$ cat src/rtl/uart_autobaud.sv
// uart_autobaud
//   Measures the bit period of incoming UART traffic from a 0x55 ('U') sync
//   character. The five falling edges of 0x55 (start, b1, b3, b5, b7) span
//   exactly eight bit periods; the span is rounded to the nearest whole
//   clock-cycles-per-bit value and presented on cpb_o for software to program
//   into uart_hw.
//
//   Optional feature: define UART_AUTOBAUD_GLITCHFILT_EN to insert a stability
//   filter between the synchronizer and the edge detector. Pulses shorter than
//   FILTCYCLES clocks are then ignored. Without the macro, no filter logic is
//   built and FILTCYCLES has no effect.
module uart_autobaud #(
    parameter int CPBBITSZ   = 30,
    parameter int MINCPB     = 4,
    parameter int SYNCSTAGES = 2,
    parameter int FILTCYCLES = 3
) (
    input  logic                rst_i,
    input  logic                clk_i,
    input  logic                start_i,
    input  logic                rx_i,
    output logic                busy_o,
    output logic                valid_o,
    output logic                err_o,
    output logic [CPBBITSZ-1:0] cpb_o
);

    // Span counter is wide enough for 8 bit periods of the largest cpb_o.
    localparam int CNTW  = CPBBITSZ + 3;
    // One extra bit so that cnt+1 and the rounding add never wrap.
    localparam int SPANW = CPBBITSZ + 4;
    localparam logic [SPANW-1:0] MIN_SPAN = SPANW'(8 * MINCPB);

    typedef enum logic [1:0] {
        IDLE,
        ARM,
        WAITSTART,
        MEASURE
    } state_t;

    if (SYNCSTAGES < 2 || FILTCYCLES < 1) begin : g_bad_params
        $error("uart_autobaud: SYNCSTAGES must be >= 2 and FILTCYCLES >= 1");
    end

    logic [SYNCSTAGES-1:0] sync_q;
    logic                  rx_sync;
    logic                  rx_s;
    logic                  rx_q;
    logic                  fall;
    state_t                state;
    logic [CNTW-1:0]       cnt;
    logic [2:0]            fcnt;
    logic [SPANW-1:0]      span;
    logic [CPBBITSZ-1:0]   cpb_next;

    // Bring the asynchronous rx line into the clock domain.
    // NOTE: synchronizer flops reset to 1 so an idle line produces no false
    // falling edge when reset is released.
    always_ff @(posedge clk_i or posedge rst_i) begin
        if (rst_i) begin
            sync_q <= '1;
        end else begin
            sync_q <= {sync_q[SYNCSTAGES-2:0], rx_i};
        end
    end

    assign rx_sync = sync_q[SYNCSTAGES-1];

`ifdef UART_AUTOBAUD_GLITCHFILT_EN
    localparam int FCW = $clog2(FILTCYCLES + 1);

    logic [FCW-1:0] filt_cnt;
    logic           rx_filt;

    // Accept a new level only after it has persisted for FILTCYCLES cycles.
    always_ff @(posedge clk_i or posedge rst_i) begin
        if (rst_i) begin
            rx_filt  <= 1'b1;
            filt_cnt <= '0;
        end else if (rx_sync == rx_filt) begin
            filt_cnt <= '0;
        end else if (filt_cnt == FCW'(FILTCYCLES - 1)) begin
            rx_filt  <= rx_sync;
            filt_cnt <= '0;
        end else begin
            filt_cnt <= filt_cnt + FCW'(1);
        end
    end

    assign rx_s = rx_filt;
`else
    assign rx_s = rx_sync;
`endif

    // One-cycle delayed copy of rx_s for falling-edge detection.
    always_ff @(posedge clk_i or posedge rst_i) begin
        if (rst_i) begin
            rx_q <= 1'b1;
        end else begin
            rx_q <= rx_s;
        end
    end

    // Both edges of the span see the same pipeline delay, so the span is exact.
    assign fall     = rx_q & ~rx_s;
    assign span     = {1'b0, cnt} + SPANW'(1);
    assign cpb_next = CPBBITSZ'((span + SPANW'(4)) >> 3);

    // Measurement FSM with registered status outputs.
    always_ff @(posedge clk_i or posedge rst_i) begin
        if (rst_i) begin
            state   <= IDLE;
            cnt     <= '0;
            fcnt    <= '0;
            busy_o  <= 1'b0;
            valid_o <= 1'b0;
            err_o   <= 1'b0;
            cpb_o   <= '0;
        end else begin
            // NOTE: sequential state uses non-blocking assignments only; the
            // pulse defaults below are overridden later in the same block.
            valid_o <= 1'b0;
            err_o   <= 1'b0;
            if (start_i) begin
                // Re-arm from any state; an in-flight measurement is dropped
                // silently, even if its fifth edge lands this same cycle.
                state  <= ARM;
                cnt    <= '0;
                fcnt   <= '0;
                busy_o <= 1'b1;
            end else begin
                case (state)
                    IDLE: begin
                        busy_o <= 1'b0;
                    end
                    ARM: begin
                        if (rx_s) begin
                            state <= WAITSTART;
                        end
                    end
                    WAITSTART: begin
                        if (fall) begin
                            state <= MEASURE;
                            cnt   <= '0;
                            fcnt  <= '0;
                        end
                    end
                    MEASURE: begin
                        if (fall && fcnt == 3'd3) begin
                            state  <= IDLE;
                            busy_o <= 1'b0;
                            if (span < MIN_SPAN) begin
                                err_o <= 1'b1;
                            end else begin
                                cpb_o   <= cpb_next;
                                valid_o <= 1'b1;
                            end
                        end else if (&cnt) begin
                            // No fifth edge within the counter range.
                            state  <= IDLE;
                            busy_o <= 1'b0;
                            err_o  <= 1'b1;
                        end else begin
                            cnt <= cnt + CNTW'(1);
                            if (fall) begin
                                fcnt <= fcnt + 3'd1;
                            end
                        end
                    end
                    default: begin
                        state  <= IDLE;
                        busy_o <= 1'b0;
                    end
                endcase
            end
        end
    end

endmodule

$ cat config.mk
export PLATFORM = sky130hd
export DESIGN_NAME = uart_autobaud
export DESIGN_NICKNAME = d
export VERILOG_FILES = /design/src/rtl/uart_autobaud.sv
export SDC_FILE = /design/constraint.sdc
export NUM_CORES = 1
export LEC_CHECK = 0
export BUFFER_PORTS_ARGS = -buffer_cell sky130_fd_sc_hd__buf_2
export CORE_MARGIN = 8
export CORE_UTILIZATION = 55
export DETAILED_ROUTE_END_ITERATION = 8
export PLACE_DENSITY = 0.76
export SKIP_LAST_GASP = 1
export SYNTH_ARGS = -nofsm -noshare
export SYNTH_HDL_FRONTEND = slang
export SYNTH_SLANG_ARGS = --single-unit
export TNS_END_PERCENT = 20
$ cat constraint.sdc
create_clock -name clk_i -period 3.46 [get_ports clk_i]
set_input_delay 1.038 -clock clk_i [delete_from_list [all_inputs] [get_ports clk_i]]
set_output_delay 1.038 -clock clk_i [all_outputs]
set_load 0.05 [all_outputs]
==> out/metrics.cfg, run 1 <==
[detailed_routing]
antenna_left = 0
dr.first_iter.drc_count = 402
dr.pass1.iters = 6
wl_met2_um = 6247
met3_length_um = 825
wl_met1_um = 6021
vias = 4540
wl_per_cell_um = 18.34
drc_errors = 0
routed_wl_um = 13370
highest_layer = met4
via_per_inst = 6.228

[cts]
hold_buffers = 0
clockRootBuffer = clkbuf_8
htreeDepth = 3
cts_made_buffers = 9
insertion_delay_ps = 360
cts_tree = yes
clk_pin_slew_ps = 90
clock_sinks = 74
cts_max_path_buffers = 2

[placed_design]
port_buffers = 36
dpl.hpwl_um = 9646
place_inst = 707
gp_congestion = 0.9549
pre_cts_ws_ps = -44.91

[setup_path]
crit_end = cpb_o[12]$_DFFE_PP0P_
ff2ff_path_depth = 9
r2r-start = cnt[25]$_DFFE_PP0P_
r2r_slack_ps = 20
crit_fanout = 15
critPathLaunch = cnt[25]$_DFFE_PP0P_
crit_type = flop to flop
crit_path_end_kind = flop
arrival_ps = 3680
start_kind = flop
required_ps = 3700
worstReg2RegEnd = cpb_o[12]$_DFFE_PP0P_

[power_and_ir_drop]
p_sw_share_pct = 26.15
p_total_uw = 1682
ir_drop_mv = 0.1620
seq_power_share_pct = 52.4
p_int_uw = 1242
pwr-share-clk_pct = 42.4
switchingPower_uw = 439.9
power_density_nw_per_um2 = 284.9
power_leakage_uw = 0.002568
p_comb_share_pct = 5.2

[logic_synthesis]
synthSimpleGateAreaFrac_pct = 24.95
synth_top_cell_area_share_pct = 35.39
ys_top_cells_by_area = dfrtp_1 35%, mux2_4 8.1%, o21ai_0 4.5%
synth_compound_area_share_pct = 15.40
synthXorXnorAreaFrac_pct = 8.699
ys_seq_area_share_pct = 36.96
synthArstFlopShare_pct = 100.0
syn_area_per_cell_um2 = 9.365
synth_area_leader_cell = dfrtp_1
synth_area_um2 = 5020
ys.flop_type = dfrtp_1
synth_cell_type_count = 64
syn_inst = 536
yosysWarnings = 0
synth_edf_count = 0
synth_top_family_by_area = simple AND/OR/NAND/NOR gates
synth_fa_ha_area_share_pct = 1.246
syn-num-nets = 545
ys_ff_latch = 74
synth_mux_area_share_pct = 8.076

[sta]
tightest_slew_ps = 795.9
setup-tns-final_ps = 0
period_share_pct = 99.47
slew_viol_final = 0
hold_viol = 0
fin_crit_ps = 3442
rsz0062_at_grt = true
fmax_ghz = 0.2906
max_slew_margin_pct = 46.38
setup_violations = 0
skew_ps = 10.05
setup_ws_ps = 18.44

[layout]
drive_gt1_share_pct = 28.64
final_cell_mix = 67 x dfrtp_1, 63 x buf_4, 52 x nand2_1
nets = 622
final_util_pct = 65.13
area.growth.synth_to_final_pct = 17.62
stdcell_count = 729
antenna_cells = 0
final_common_cell = dfrtp_1

[global_route]
grt_overflow_total = 0
antenna_found_initial = 0
grt.total_usage_pct = 21.58
grt_pass1_wl_um = 21940
first_global_vias = 4330
grt_max_degree = 75

[floorplanning]
rows = 35
die_h_um = 111.5
start_util_pct = 55.38
coreArea_um2 = 9065
die-width_um = 111.5
num_io_pins = 37
dieArea_um2 = 12440

[flow_run]
drv_cap = 0

[hold_path]
hold_class = flop to flop

[status]
outcome = finished clean

## worst min-delay path by stage
| stage | from | end | slack [ps] | cells after the start |
|---|---|---|---|---|
| floorplan | sync_q[0]$_DFF_PP1_ | sync_q[1]$_DFF_PP1_ | 350 | 0 |
| global placement | sync_q[0]$_DFF_PP1_ | sync_q[1]$_DFF_PP1_ | 350 | 0 |
| detailed placement | sync_q[0]$_DFF_PP1_ | sync_q[1]$_DFF_PP1_ | 350 | 0 |
| CTS | sync_q[0]$_DFF_PP1_ | sync_q[1]$_DFF_PP1_ | 360 | 0 |
| global route | sync_q[0]$_DFF_PP1_ | sync_q[1]$_DFF_PP1_ | 370 | 0 |
| finish | sync_q[0]$_DFF_PP1_ | sync_q[1]$_DFF_PP1_ | 360 | 0 |
## power by group through the flow
| stage | clock network, µW | logic [µW] | registers, µW |
|---|---|---|---|
| 6_report | 714 | 87.6 | 881 |
| 5_1_grt | 763 | 98.5 | 882 |
| 4_1_cts | 726 | 88.3 | 881 |
| 3_5_place_dp | 0 | 87.8 | 898 |
| 3_3_place_gp | 0 | 87.1 | 897 |
| 2_1_floorplan | 0 | 47.1 | 905 |
## layout make-up
type	count	area, µm²
Fill cell	761	3161
Clock inverter	7	83.83
Multi-Input combinational cell	418	2970
Inverter	9	33.78
Sequential cell	74	1861
Timing Repair Buffer	101	693.2
Clock buffer	9	123.9
Tap cell	111	138.9
## sequential cells by signal (all words and copies together) (netlist names)
signal,flops
state,2
fcnt,3
cnt,33
rx_q,1
cpb_o,30
busy_o,1
err_o,1
valid_o,1
sync_q,2
## layer usage
metal,up-vias,track usage [%]
met3,35,4.762
li1,2132,-
met4,0,7.748
met2,160,33.82
met5,-,0
met1,2213,28.64
## logic make-up (layout without fill, tap and decap cells)
group / count (synthesis) / in the layout
compound gates: 117 / 117
xor+xnor: 49 / 49
fa+ha+maj: 5 / 5
buf+inv: 45 / 126
flops: 74 / 74
mux: 27 / 27
simple gates: 219 / 220
## critical path: stages (launching register included)
cell	delay, ps
dfrtp_1	480
nand4_1	230
buf_4	200
or3_1	390
o31a_1	350
nor4_1	380
nand4_1	250
o311ai_4	470
nor2_4	240
mux2_4	340
## Yosys cell counts (6+ instances only)
library cell and number:
a21oi_1 13, and3_1 7, and4_1 8, buf_2 11
clkbuf_1 14, dfrtp_1 71, inv_1 9, mux2_4 27
nand2_1 52, nand3_1 12, nand4_1 18, nor2_1 40
nor3_1 17, nor4_1 21, o21ai_0 45, o22ai_1 6
o31a_1 6, o31ai_1 8, or3_1 8, xnor2_1 25
xor2_1 23
## what timing repair did
action | 4_1_cts | 5_1_grt
cloned | 1 | 0
endpoints found under the setup margin | 28 | 31
pin swaps | 1 | 6
setup buffers | 0 | 5
resized for setup | 1 | 9
## per-stage QoR
stage / hold WS [ps] / cell area, µm²
after global routing: 369.4 / 5904
after global placement: 347.2 / 5623
after detailed placement: 351.3 / 5623
final: 361.9 / 5904
after floorplan: 345.2 / 5020
after CTS: 364.6 / 5838
(Power assumes the default switching activity.)
==> inputs of run 2 (changes only) <==
--- a/config.mk
+++ b/config.mk
@@ -10,6 +10,7 @@
 export CORE_UTILIZATION = 55
 export DETAILED_ROUTE_END_ITERATION = 8
 export PLACE_DENSITY = 0.76
+export RECOVER_POWER = 50
 export SKIP_LAST_GASP = 1
 export SYNTH_ARGS = -nofsm -noshare
 export SYNTH_HDL_FRONTEND = slang
==> run 2 against run 1 <==
The flow now finishes with violations (capacitance limit, slew limit, setup timing). Die area did not move. Sequential share of layout area rose by 0.16 points. Maximum frequency fell by 0.62%. Design area decreased by 0.51%. Wire length is essentially flat. Non-clock buffer count stayed put. Hold slack barely moved. Clock skew about the same. Critical path type unchanged. Largest cell class unchanged. Highest routed layer unchanged.
==> out/metrics.cfg, run 2 (same netlist as run 1, synthesis figures left out) <==
[setup_path]
required_ps = 3710  ; was 3700 ps
crit_path_end_kind = flop  ; unchanged
arrival_ps = 3710  ; was 3680 ps
cp_common_cell = nand4_1  ; unchanged
path_delay_family = simple AND/OR/NAND/NOR gates  ; unchanged
start_kind = flop  ; unchanged
crit_type = flop to flop  ; unchanged
cp_slowest_cell = dfrtp_1  ; unchanged
crit_fanout = 15  ; unchanged
cp_num_buf_inv = 1  ; unchanged
worstPathCellList = nand4_1 > buf_4 > or3_1 > o31a_1 > nor4_1 > nand4_1 > o311ai_4 > nor2_4 > mux2_4  ; unchanged
cp_slowest_stage_delay_ps = 480  ; about the same

[power_and_ir_drop]
power_density_nw_per_um2 = 285.9  ; was 284.9 nW/µm²
ir_drop_mv = 0.1627  ; was 0.1620 mV
p_total_uw = 1679  ; was 1682 µW
power_leakage_uw = 0.002515  ; was 0.002568 µW

[detailed_routing]
via_per_inst = 6.217  ; was 6.228
vias = 4532  ; was 4540
drc_errors = 0  ; unchanged
dr.first_iter.drc_count = 400  ; was 402
antenna_left = 0  ; unchanged
wl_per_cell_um = 18.32  ; was 18.34 µm
routed_wl_um = 13360  ; was 13370 µm
dr.pass1.iters = 5  ; was 6

[cts]
cts_made_buffers = 9  ; unchanged
insertion_delay_ps = 360  ; about the same
clk_pin_slew_ps = 90  ; about the same
hold_buffers = 0  ; unchanged
clockRootBuffer = clkbuf_8  ; unchanged
cts_tree = yes  ; unchanged
clock_sinks = 74  ; unchanged
cts_max_path_buffers = 2  ; unchanged
htreeDepth = 3  ; unchanged

[layout]
antenna_cells = 0  ; unchanged
nets = 622  ; unchanged
largest_reg_flops = 33  ; unchanged
final_cell_mix = 67 x dfrtp_1, 63 x buf_4, 52 x nand2_1  ; unchanged
regMostFlops = cnt  ; unchanged
drive_gt1_share_pct = 26.54  ; was 28.64%
final_common_cell = dfrtp_1  ; unchanged
final_util_pct = 64.80  ; was 65.13%
stdcell_count = 729  ; unchanged
n_fill_cell = 771  ; was 761
top_regs = cnt x33, cpb_o x30, fcnt x3  ; unchanged
area.growth.synth_to_final_pct = 17.02  ; was 17.62%

[floorplanning]
num_io_pins = 37  ; unchanged
die-width_um = 111.5  ; unchanged
coreArea_um2 = 9065  ; unchanged
die_h_um = 111.5  ; unchanged
rows = 35  ; unchanged
dieArea_um2 = 12440  ; unchanged
start_util_pct = 55.38  ; unchanged

[global_route]
grt_overflow_total = 0  ; unchanged
grt_max_degree = 75  ; unchanged
antenna_found_initial = 0  ; unchanged
grt.total_usage_pct = 21.58  ; unchanged
grt_pass1_wl_um = 21940  ; unchanged
first_global_vias = 4330  ; unchanged

[sta]
skew_ps = 10.35  ; was 10.05 ps
setup-tns-final_ps = -10.09  ; was 0 ps
tightest_slew_ps = 1808  ; was 795.9 ps
slew_viol_final = 75  ; was 0
fin_crit_ps = 3463  ; was 3442 ps
max_slew_margin_pct = -20.51  ; was 46.38%
hold_viol = 0  ; unchanged
rsz0062_at_grt = true  ; unchanged
setup_ws_ps = -3.122  ; was 18.44 ps
fmax_ghz = 0.2888  ; was 0.2906 GHz
period_share_pct = 100.1  ; was 99.47%
setup_violations = 7  ; was 0

[placed_design]
dpl.hpwl_um = 9646  ; unchanged
place_inst = 707  ; unchanged
gp_congestion = 0.9549  ; unchanged
port_buffers = 36  ; unchanged
pre_cts_ws_ps = -44.91  ; unchanged

[status]
violations = capacitance limit, slew limit, setup timing
outcome = finished, violations left  ; was finished clean

[flow_run]
drv_cap = 1  ; was 0

[hold_path]
hold_class = flop to flop  ; unchanged

==> run 2: changes by cell type in the layout (fill, tap and decap cells not counted), sizes merged <==
cell,previous run,this run
buf,101,88
clkbuf,9,22
==> run 2: worst paths after layout <==
path | start | end | slack, ps | depth (start not counted)
max in group asynchronous | rst_i | cnt[22]$_DFFE_PP0P_ | 960 | 3
max | cnt[25]$_DFFE_PP0P_ | cpb_o[22]$_DFFE_PP0P_ | -3 | 9
max reg2reg | cnt[25]$_DFFE_PP0P_ | cpb_o[22]$_DFFE_PP0P_ | -3 | 9
min reg2reg | sync_q[0]$_DFF_PP1_ | sync_q[1]$_DFF_PP1_ | 360 | 0
min in group asynchronous | rst_i | cpb_o[6]$_DFFE_PP0P_ | 1310 | 3
min | sync_q[0]$_DFF_PP1_ | sync_q[1]$_DFF_PP1_ | 360 | 0
==> run 2: per-stage QoR <==
| step | hold WS (ps) | cell area [µm²] |
|---|---|---|
| 2_1_floorplan | 345.2 | 5020 |
| 3_3_place_gp | 347.2 | 5623 |
| 3_5_place_dp | 351.3 | 5623 |
| 4_1_cts | 364.6 | 5838 |
| 5_1_grt | 369.4 | 5874 |
| 6_report | 362.2 | 5874 |
==> run 2: repair_timing <==
item	in CTS	in global routing
pin swaps	1	6
gates cloned	1	0
buffers inserted	0	5
endpoints found under the setup margin	28	31
gates resized for setup	1	9
==> run 2: layout make-up <==
class,instances,area [µm²],area share [%]
clock buffer,9,123.9,2.109
clock inverter,7,83.83,1.427
inverter,9,33.78,0.5751
multi-input combinational,418,2970,50.56
sequential,74,1861,31.67
tap,111,138.9,2.364
timing repair buffer,101,663.1,11.29
==> run 2: metal layers <==
layer / share of wire [%] / global-route usage [%] / vias to the layer above
met5: 0 / 0 / -
met4: 1.9 / 7.748 / 0
met3: 6.4 / 4.762 / 30
met2: 47 / 33.82 / 167
met1: 45 / 28.64 / 2203
li1: - / - / 2132
==> run 2: where the power goes <==
group	switching, µW	internal (µW)	total [µW]
clock network	369	346	714
logic	64.3	20.3	84.5
registers	7.15	874	881
total	440	1240	1680
==> inputs of run 3 (changes only) <==
--- a/config.mk
+++ b/config.mk
@@ -9,7 +9,7 @@
 export CORE_MARGIN = 8
 export CORE_UTILIZATION = 55
 export DETAILED_ROUTE_END_ITERATION = 8
-export PLACE_DENSITY = 0.76
+export PLACE_DENSITY = 0.74
 export RECOVER_POWER = 50
 export SKIP_LAST_GASP = 1
 export SYNTH_ARGS = -nofsm -noshare
==> constraint.sdc (replaced) <==
create_clock -name clk_i -period 4.34 [get_ports clk_i]
set_input_delay 1.302 -clock clk_i [delete_from_list [all_inputs] [get_ports clk_i]]
set_output_delay 1.302 -clock clk_i [all_outputs]
set_load 0.05 [all_outputs]
==> run 3 against run 2 <==
The flow finishes with violations (capacitance limit, slew limit). Sequential cell count stayed put. First-iteration DRC count fell by 9.5%. Non-clock buffer count decreased by 55. Hold slack better by 4.7 ps. Maximum frequency fell by 17%. Core utilization decreased by 5.3 points. Cell count down 7.5%. Via count shrank 4.8%. Critical path type unchanged. Largest cell class unchanged.
==> out/metrics.cfg, run 3 (same netlist as run 1, synthesis figures left out) <==
[placed_design]
port_buffers = 36  ; unchanged
dpl.hpwl_um = 9300  ; was 9646 µm
place_inst = 657  ; was 707
gp_congestion = 0.9522  ; was 0.9549

[layout]
final_cell_mix = 71 x dfrtp_1, 52 x nand2_1, 45 x o21ai_0  ; was 67 x dfrtp_1, 63 x buf_4, 52 x nand2_1
multiInputGateArea_um2 = 2945  ; was 2970 µm²
antenna_cells = 0  ; unchanged
largest_reg_flops = 33  ; unchanged
final_util_pct = 59.54  ; was 64.80%
top_regs = cnt x33, cpb_o x30, fcnt x3  ; unchanged
nets = 567  ; was 622
regMostFlops = cnt  ; unchanged
drive_gt1_share_pct = 18.83  ; was 26.54%
n_fill_cell = 816  ; was 771
final_common_cell = dfrtp_1  ; unchanged
seqCellArea_um2 = 1856  ; was 1861 µm²
stdcell_count = 674  ; was 729
area.growth.synth_to_final_pct = 7.527  ; was 17.02%

[global_route]
antenna_found_initial = 0  ; unchanged
grt_pass1_wl_um = 21540  ; was 21940 µm
first_global_vias = 4160  ; was 4330
grt_overflow_total = 0  ; unchanged
grt.total_usage_pct = 21.08  ; was 21.58%
grt_max_degree = 75  ; unchanged

[hold_path]
hold_class = flop to flop  ; unchanged

[setup_path]
crit_fanout = 15  ; unchanged
arrival_ps = 4400  ; was 3710 ps
crit_type = flop to flop  ; unchanged
start_kind = flop  ; unchanged
crit_path_end_kind = flop  ; unchanged
required_ps = 4590  ; was 3710 ps

[cts]
postCtsSetupRepairBufs = 0  ; unchanged
cts_made_buffers = 9  ; unchanged
clockRootBuffer = clkbuf_8  ; unchanged
cts_tree = yes  ; unchanged
cts_max_path_buffers = 2  ; unchanged
htreeDepth = 3  ; unchanged
post_cts_resized = 0  ; was 1
hold_buffers = 0  ; unchanged
clock_sinks = 74  ; unchanged
insertion_delay_ps = 350  ; was 360 ps
clk_pin_slew_ps = 90  ; about the same

[floorplanning]
num_io_pins = 37  ; unchanged
dieArea_um2 = 12440  ; unchanged
die-width_um = 111.5  ; unchanged
rows = 35  ; unchanged
start_util_pct = 55.38  ; unchanged
coreArea_um2 = 9065  ; unchanged
die_h_um = 111.5  ; unchanged

[detailed_routing]
routed_wl_um = 13040  ; was 13360 µm
antenna_left = 0  ; unchanged
via_per_inst = 6.404  ; was 6.217
vias = 4316  ; was 4532
dr.pass1.iters = 5  ; unchanged
dr.first_iter.drc_count = 362  ; was 400
wl_per_cell_um = 19.35  ; was 18.32 µm
drc_errors = 0  ; unchanged

[sta]
tightest_slew_ps = 1863  ; was 1808 ps
fin_crit_ps = 4156  ; was 3463 ps
setup-tns-final_ps = 0  ; was -10.09 ps
rsz0062_at_grt = true  ; unchanged
max_slew_margin_pct = -24.23  ; was -20.51%
period_share_pct = 95.75  ; was 100.1%
skew_ps = 13.94  ; was 10.35 ps
slew_viol_final = 75  ; unchanged
hold_viol = 0  ; unchanged
fmax_ghz = 0.2406  ; was 0.2888 GHz
setup_violations = 0  ; was 7

[power_and_ir_drop]
power_leakage_uw = 0.002233  ; was 0.002515 µW
power_density_nw_per_um2 = 235.4  ; was 285.9 nW/µm²
ir_drop_mv = 0.1530  ; was 0.1627 mV

[flow_run]
drv_cap = 1  ; unchanged

[status]
outcome = finished, violations left  ; unchanged
violations = capacitance limit, slew limit  ; was capacitance limit, slew limit, setup timing

## run 3: worst paths after layout
kind | depth (start not counted) | slack [ps] | start | endpoint
worst max-delay path | 9 | 180 | cnt[0]$_DFFE_PP0P_ | cpb_o[16]$_DFFE_PP0P_
worst min-delay path | 0 | 370 | sync_q[0]$_DFF_PP1_ | sync_q[1]$_DFF_PP1_
worst max register to register | 9 | 180 | cnt[0]$_DFFE_PP0P_ | cpb_o[16]$_DFFE_PP0P_
worst min register to register | 0 | 370 | sync_q[0]$_DFF_PP1_ | sync_q[1]$_DFF_PP1_
max in group asynchronous | 3 | 1620 | rst_i | cnt[8]$_DFFE_PP0P_
min in group asynchronous | 3 | 1580 | rst_i | cpb_o[8]$_DFFE_PP0P_
## run 3: metal layers
metal	share of wire, %	vias to the layer above	track usage (%)
met5	0	-	0
met4	2.2	0	7.657
met3	6.6	27	3.571
met2	46	173	33.45
met1	45	2086	28.25
li1	-	2030	-
## run 3: where the power goes
| part | switching (µW) | internal, µW |
|---|---|---|
| registers | 7.35 | 697 |
| logic | 49.6 | 13.4 |
| clock network | 281 | 223 |
| total | 338 | 933 |
## run 3: area by class of cell
| type | count | share of cell area (%) |
|---|---|---|
| multi-input cells | 418 | 54.57 |
| repair buffers | 46 | 4.520 |
| well taps | 111 | 2.573 |
| flip-flops and latches | 74 | 34.38 |
| clock inverters | 6 | 0.7881 |
| clock buffers | 10 | 2.550 |
| inverters | 9 | 0.6259 |
## run 3: worst max-delay path: stages, from the launching register on
cell,delay [ps]
dfrtp_1,470
ha_1,510
nand4_4,240
or4_1,750
xnor2_2,250
nor3_1,80
o2111ai_1,220
o311ai_4,180
nor2_2,990
mux2_4,360
## run 3: per-stage QoR
stage,area [µm²],setup WS [ps],hold slack (ps),power [µW]
2_1_floorplan,5020,1161,345.2,759.0
3_3_place_gp,5223,439.0,346.7,778.9
3_5_place_dp,5223,280.1,354.8,781.7
4_1_cts,5403,256.5,367.9,1281
5_1_grt,5398,-19.89,372.3,1316
6_report,5398,184.5,366.9,1271
